### src/rtl/ram_arbiter.sv
// Round-robin arbiter sharing one single-port synchronous RAM between two
// requesters, with a tag pipeline routing read data back to its issuer.
module ram_arbiter #(
    parameter int ADDR_WIDTH = 8,
    parameter int DATA_WIDTH = 10,
    parameter int RD_LAT     = 1
) (
    input  logic                  CLK,
    input  logic                  RST,
    input  logic                  A_REQ,
    input  logic                  A_WE,
    input  logic [ADDR_WIDTH-1:0] A_ADDR,
    input  logic [DATA_WIDTH-1:0] A_DIN,
    output logic                  A_GNT,
    output logic                  A_RVALID,
    output logic [DATA_WIDTH-1:0] A_RDATA,
    input  logic                  B_REQ,
    input  logic                  B_WE,
    input  logic [ADDR_WIDTH-1:0] B_ADDR,
    input  logic [DATA_WIDTH-1:0] B_DIN,
    output logic                  B_GNT,
    output logic                  B_RVALID,
    output logic [DATA_WIDTH-1:0] B_RDATA,
    output logic                  RAM_EN,
    output logic                  RAM_WE,
    output logic [ADDR_WIDTH-1:0] RAM_ADDR,
    output logic [DATA_WIDTH-1:0] RAM_DIN,
    input  logic [DATA_WIDTH-1:0] RAM_DOUT
);

    localparam logic PORT_A = 1'b0;
    localparam logic PORT_B = 1'b1;
    localparam int   DEPTH  = RD_LAT + 1;

    logic                  last_q, last_d;
    logic                  ram_en_q, ram_en_d;
    logic                  ram_we_q, ram_we_d;
    logic [ADDR_WIDTH-1:0] ram_addr_q, ram_addr_d;
    logic [DATA_WIDTH-1:0] ram_din_q, ram_din_d;
    logic [DEPTH-1:0]      tag_vld_q, tag_vld_d;
    logic [DEPTH-1:0]      tag_port_q, tag_port_d;
    logic                  a_rvalid_q, a_rvalid_d;
    logic                  b_rvalid_q, b_rvalid_d;
    logic [DATA_WIDTH-1:0] a_rdata_q, a_rdata_d;
    logic [DATA_WIDTH-1:0] b_rdata_q, b_rdata_d;

    logic                  a_gnt, b_gnt, gnt;
    logic                  sel_we;
    logic [ADDR_WIDTH-1:0] sel_addr;
    logic [DATA_WIDTH-1:0] sel_din;
    logic                  tag_out_vld, tag_out_port;

    // Pick at most one requester; on contention the port not served last wins.
    always_comb begin
        a_gnt = 1'b0;
        b_gnt = 1'b0;
        if (!RST) begin
            if (A_REQ && (!B_REQ || last_q == PORT_B)) begin
                a_gnt = 1'b1;
            end else if (B_REQ) begin
                b_gnt = 1'b1;
            end
        end
    end

    // Build the next RAM command, priority pointer, tag shift and read return.
    always_comb begin
        gnt      = a_gnt | b_gnt;
        sel_we   = a_gnt ? A_WE   : B_WE;
        sel_addr = a_gnt ? A_ADDR : B_ADDR;
        sel_din  = a_gnt ? A_DIN  : B_DIN;

        ram_en_d   = gnt;
        ram_we_d   = gnt & sel_we;
        ram_addr_d = gnt ? sel_addr : ram_addr_q;
        ram_din_d  = gnt ? sel_din  : ram_din_q;
        last_d     = gnt ? b_gnt    : last_q;

        tag_vld_d  = {tag_vld_q[DEPTH-2:0], gnt & ~sel_we};
        tag_port_d = {tag_port_q[DEPTH-2:0], b_gnt};

        tag_out_vld  = tag_vld_q[DEPTH-1];
        tag_out_port = tag_port_q[DEPTH-1];

        a_rvalid_d = tag_out_vld & (tag_out_port == PORT_A);
        b_rvalid_d = tag_out_vld & (tag_out_port == PORT_B);
        a_rdata_d  = a_rvalid_d ? RAM_DOUT : a_rdata_q;
        b_rdata_d  = b_rvalid_d ? RAM_DOUT : b_rdata_q;
    end

    // State registers; reset drops in-flight tags so their data is never returned.
    always_ff @(posedge CLK) begin
        if (RST) begin
            last_q     <= PORT_B;
            ram_en_q   <= 1'b0;
            ram_we_q   <= 1'b0;
            ram_addr_q <= '0;
            ram_din_q  <= '0;
            tag_vld_q  <= '0;
            tag_port_q <= '0;
            a_rvalid_q <= 1'b0;
            b_rvalid_q <= 1'b0;
            a_rdata_q  <= '0;
            b_rdata_q  <= '0;
        end else begin
            last_q     <= last_d;
            ram_en_q   <= ram_en_d;
            ram_we_q   <= ram_we_d;
            ram_addr_q <= ram_addr_d;
            ram_din_q  <= ram_din_d;
            tag_vld_q  <= tag_vld_d;
            tag_port_q <= tag_port_d;
            a_rvalid_q <= a_rvalid_d;
            b_rvalid_q <= b_rvalid_d;
            a_rdata_q  <= a_rdata_d;
            b_rdata_q  <= b_rdata_d;
        end
    end

    assign A_GNT    = a_gnt;
    assign B_GNT    = b_gnt;
    assign A_RVALID = a_rvalid_q;
    assign B_RVALID = b_rvalid_q;
    assign A_RDATA  = a_rdata_q;
    assign B_RDATA  = b_rdata_q;
    assign RAM_EN   = ram_en_q;
    assign RAM_WE   = ram_we_q;
    assign RAM_ADDR = ram_addr_q;
    assign RAM_DIN  = ram_din_q;

endmodule

### config.mk
export PLATFORM = sky130hd
export DESIGN_NAME = ram_arbiter
export DESIGN_NICKNAME = d
export VERILOG_FILES = /design/src/rtl/ram_arbiter.sv
export SDC_FILE = /design/constraint.sdc
export NUM_CORES = 1
export LEC_CHECK = 0
export ABC_CLOCK_PERIOD_IN_PS = 1400
export CORE_MARGIN = 4
export CORE_UTILIZATION = 39
export CTS_CLUSTER_DIAMETER = 100
export DETAILED_ROUTE_END_ITERATION = 8
export GPL_TIMING_DRIVEN = 0
export PLACE_DENSITY_LB_ADDON = 0.12
export SYNTH_ARGS = -nofsm -noshare
export SYNTH_HDL_FRONTEND = slang
export SYNTH_SLANG_ARGS = --single-unit
### constraint.sdc
create_clock -name CLK -period 1.4 [get_ports CLK]
set_input_delay 0.28 -clock CLK [delete_from_list [all_inputs] [get_ports CLK]]
set_output_delay 0.28 -clock CLK [all_outputs]
set_load 0.005 [all_outputs]
==> run metrics <==
via count=1,799; Met1 Wirelength=2090 µm; Yosys reg bits=47; port bufs=94; worst clock skew=0.00651 ns; crit path capture type=output pin; Die Y=76.3 µm; first-pass GRT wire length=8050 µm; Leak=1.33 nW; commonest non-fill, non-tap cell in the layout=clkdlybuf4s50_1; VDD IR max=0.372 mV; fin crit period=1.39 ns; met3 wire length=378 µm; Total GRT Usage=16.9%; DRT iter0 DRCs=63; H-tree levels=2; Worst EP required=1.12 ns; number of max-cap violations=0; Worst-Skew Late Latency=0.29 ns; hold depth=3; WL per Instance=13.9 µm; slowest CP cell=dfxtp_2; 1st-pass router iterations=6; Sink Count=47; share of cells above drive strength 1=14.7%; Worst Setup SP=last_q; CP Cell Sequence=buf_6 -> nand2_4 -> and3_4 -> buf_6; Levels on crit path=4; fin. max-slew vios=0; overall routed net length=4990 µm; Synth Warn #=0; CP Launch Type=flop; RSZ-0062 raised after global routing=yes; vias in the first global route=1,738; Post-route DRC=0; Congestion Overflow GR=0; Final Non-Filler Cells=358; top layer in use=met4; Clock Root Buffer=clkbuf_8; end point of the worst hold path=last_q; Synthesized Nets=253; initial antenna violation count=0; hold path startpoint=RST; row cnt=24; clk slew on worst S/H paths=0.09 ns; core area=4440 µm²; largest delay contributor family on the critical path=flip-flops; reg2reg setup slack=0.03 ns; most frequent cells in the layout=clkdlybuf4s50_1, nand2_1, dlygate4sd2_1, dfxtp_1, inv_1; R2R Path Start=last_q; Mapped Cells=201; hold buffers post-CTS=0; Final Cell Area=2940 µm²; post-detail-place hpwl=3660 µm; outcome=finished, final reports clean; r2r endpoint=RAM_DIN[4]; Crit Path Category=reg -> out; CP Buf/Inv Count=2; final worst-path cycle share=99.1%; nets=357; TritonCTS clock tree=built; Die Area=5820 µm²; met2 wire len=2470 µm; Util after Layout=66.1%; worst path arrival time=1.11 ns; P&R area growth vs syn=61.3%; Antenna Cells=0; crit-path max FO=3; synthesized area per cell=9.06 µm²; Slew @ Worst Pin=0.588 ns; hold crit path type=in -> reg; most frequent cell on the critical path=buf_6; Initial Util=41.0%; largest net degree at the start of global routing=16; Netlist Area Pre-Place=1820 µm²; placed insts=347; power density over cell area=911 nW/µm²; slew margin rel.=60.6%; area post-placement=2830 µm²; # IOs=96; via density per instance=5.03; synth unique cells=21; die span in x=76.3 µm; Routed Antenna Nets=0; gp weighted congestion=0.754; critical path's largest stage delay=0.37 ns; final setup fails=0; post-route setup TNS=0 ns; Final Hold Viols=0; CTS Buf Count=5; register area share after synthesis=51.7%; Reg2Reg Depth=4; clk buf depth=2; Max Freq=0.721 GHz
[flip-flops by register name (all words and copies together), names as in the netlist, 2 cells and up]
name        flops
RAM_ADDR        8
tag_vld_q       2
B_RDATA        10
RAM_DIN        10
A_RDATA        10
tag_port_q      2
[power breakdown]
group / internal, mW / leakage, nW / switching, mW / total [mW]
registers: 1.41 / 0.392 / 0.0325 / 1.44
logic: 0.266 / 0.897 / 0.168 / 0.434
clock network: 0.348 / 0.0402 / 0.455 / 0.802
total: 2.02 / 1.33 / 0.656 / 2.68
[synth_stat cells]
master     instances  area, µm²
inv_1             21       78.8
clkbuf_1          10       37.5
a22o_1             2       17.5
buf_6              2       22.5
a21oi_1           20        100
buf_1              1       3.75
nor3_2             1       10.0
o21ai_0            1       5.00
buf_4              1       7.51
nand2_1           43        161
o211a_4            1       17.5
buf_2              3       15.0
and3_2             2       15.0
nor2b_1            3       18.8
nand2b_1           1       6.26
and2_1             1       6.26
inv_2              1       3.75
nor2_1             4       15.0
dfxtp_1           47        941
a2111oi_0         18        158
a221o_1           18        180
[final cells by class]
cell class,count,area [µm²]
buffer,16,87.6
clock buffer,5,68.8
clock inverter,3,20.0
fill,388,1510
inverter,22,82.6
multi-input combinational,115,722
sequential,47,965
tap,52,65.1
timing repair buffer,98,926
[worst register-to-register path, stage by stage, from the launching register on]
cell and delay (ns):
dfxtp_2 0.35, buf_6 0.12, buf_4 0.16, a2111oi_0 0.51, a221o_1 0.18
[through the flow]
| stage | power, mW | setup WS [ns] | hold WS, ns |
|---|---|---|---|
| after floorplan | 1.62 | 0.167 | 0.401 |
| after global placement | 1.92 | -0.719 | 0.423 |
| after detailed placement | 1.93 | -0.726 | 0.441 |
| after CTS | 2.70 | 0.000497 | 0.356 |
| after global routing | 2.81 | -0.0390 | 0.375 |
| final | 2.68 | 0.0121 | 0.365 |
[layer usage]
metal | vias up | GRT usage (%)
met5 | - | 0
met4 | 0 | 5.43
met3 | 6 | 5.32
met2 | 70 | 30.0
met1 | 806 | 19.3
li1 | 917 | -
[logic make-up after synthesis]
family,after synthesis,share of synthesized area [%]
flops,47,51.7
compound gates,60,26.3
buf+inv,39,9.28
simple gates,55,12.8
[how the worst max path moves through the flow]
stage,slack [ns],to
3_5_place_dp,-0.73,B_GNT
3_3_place_gp,-0.72,B_GNT
6_report,0.01,B_GNT
4_1_cts,0.0005,B_RDATA[8]
2_1_floorplan,0.17,RAM_ADDR[0]
5_1_grt,-0.04,B_GNT
[repair_timing]
| item | 4_1_cts | 5_1_grt |
|---|---|---|
| setup endpoints to repair | 62 | 6 |
| pin swaps | 1 | 0 |
| resized for setup | 76 | 5 |
| hold endpoints to repair | 0 | 0 |
| setup buffers | 4 | 0 |
Note: power is estimated with default switching activity, not from simulation.
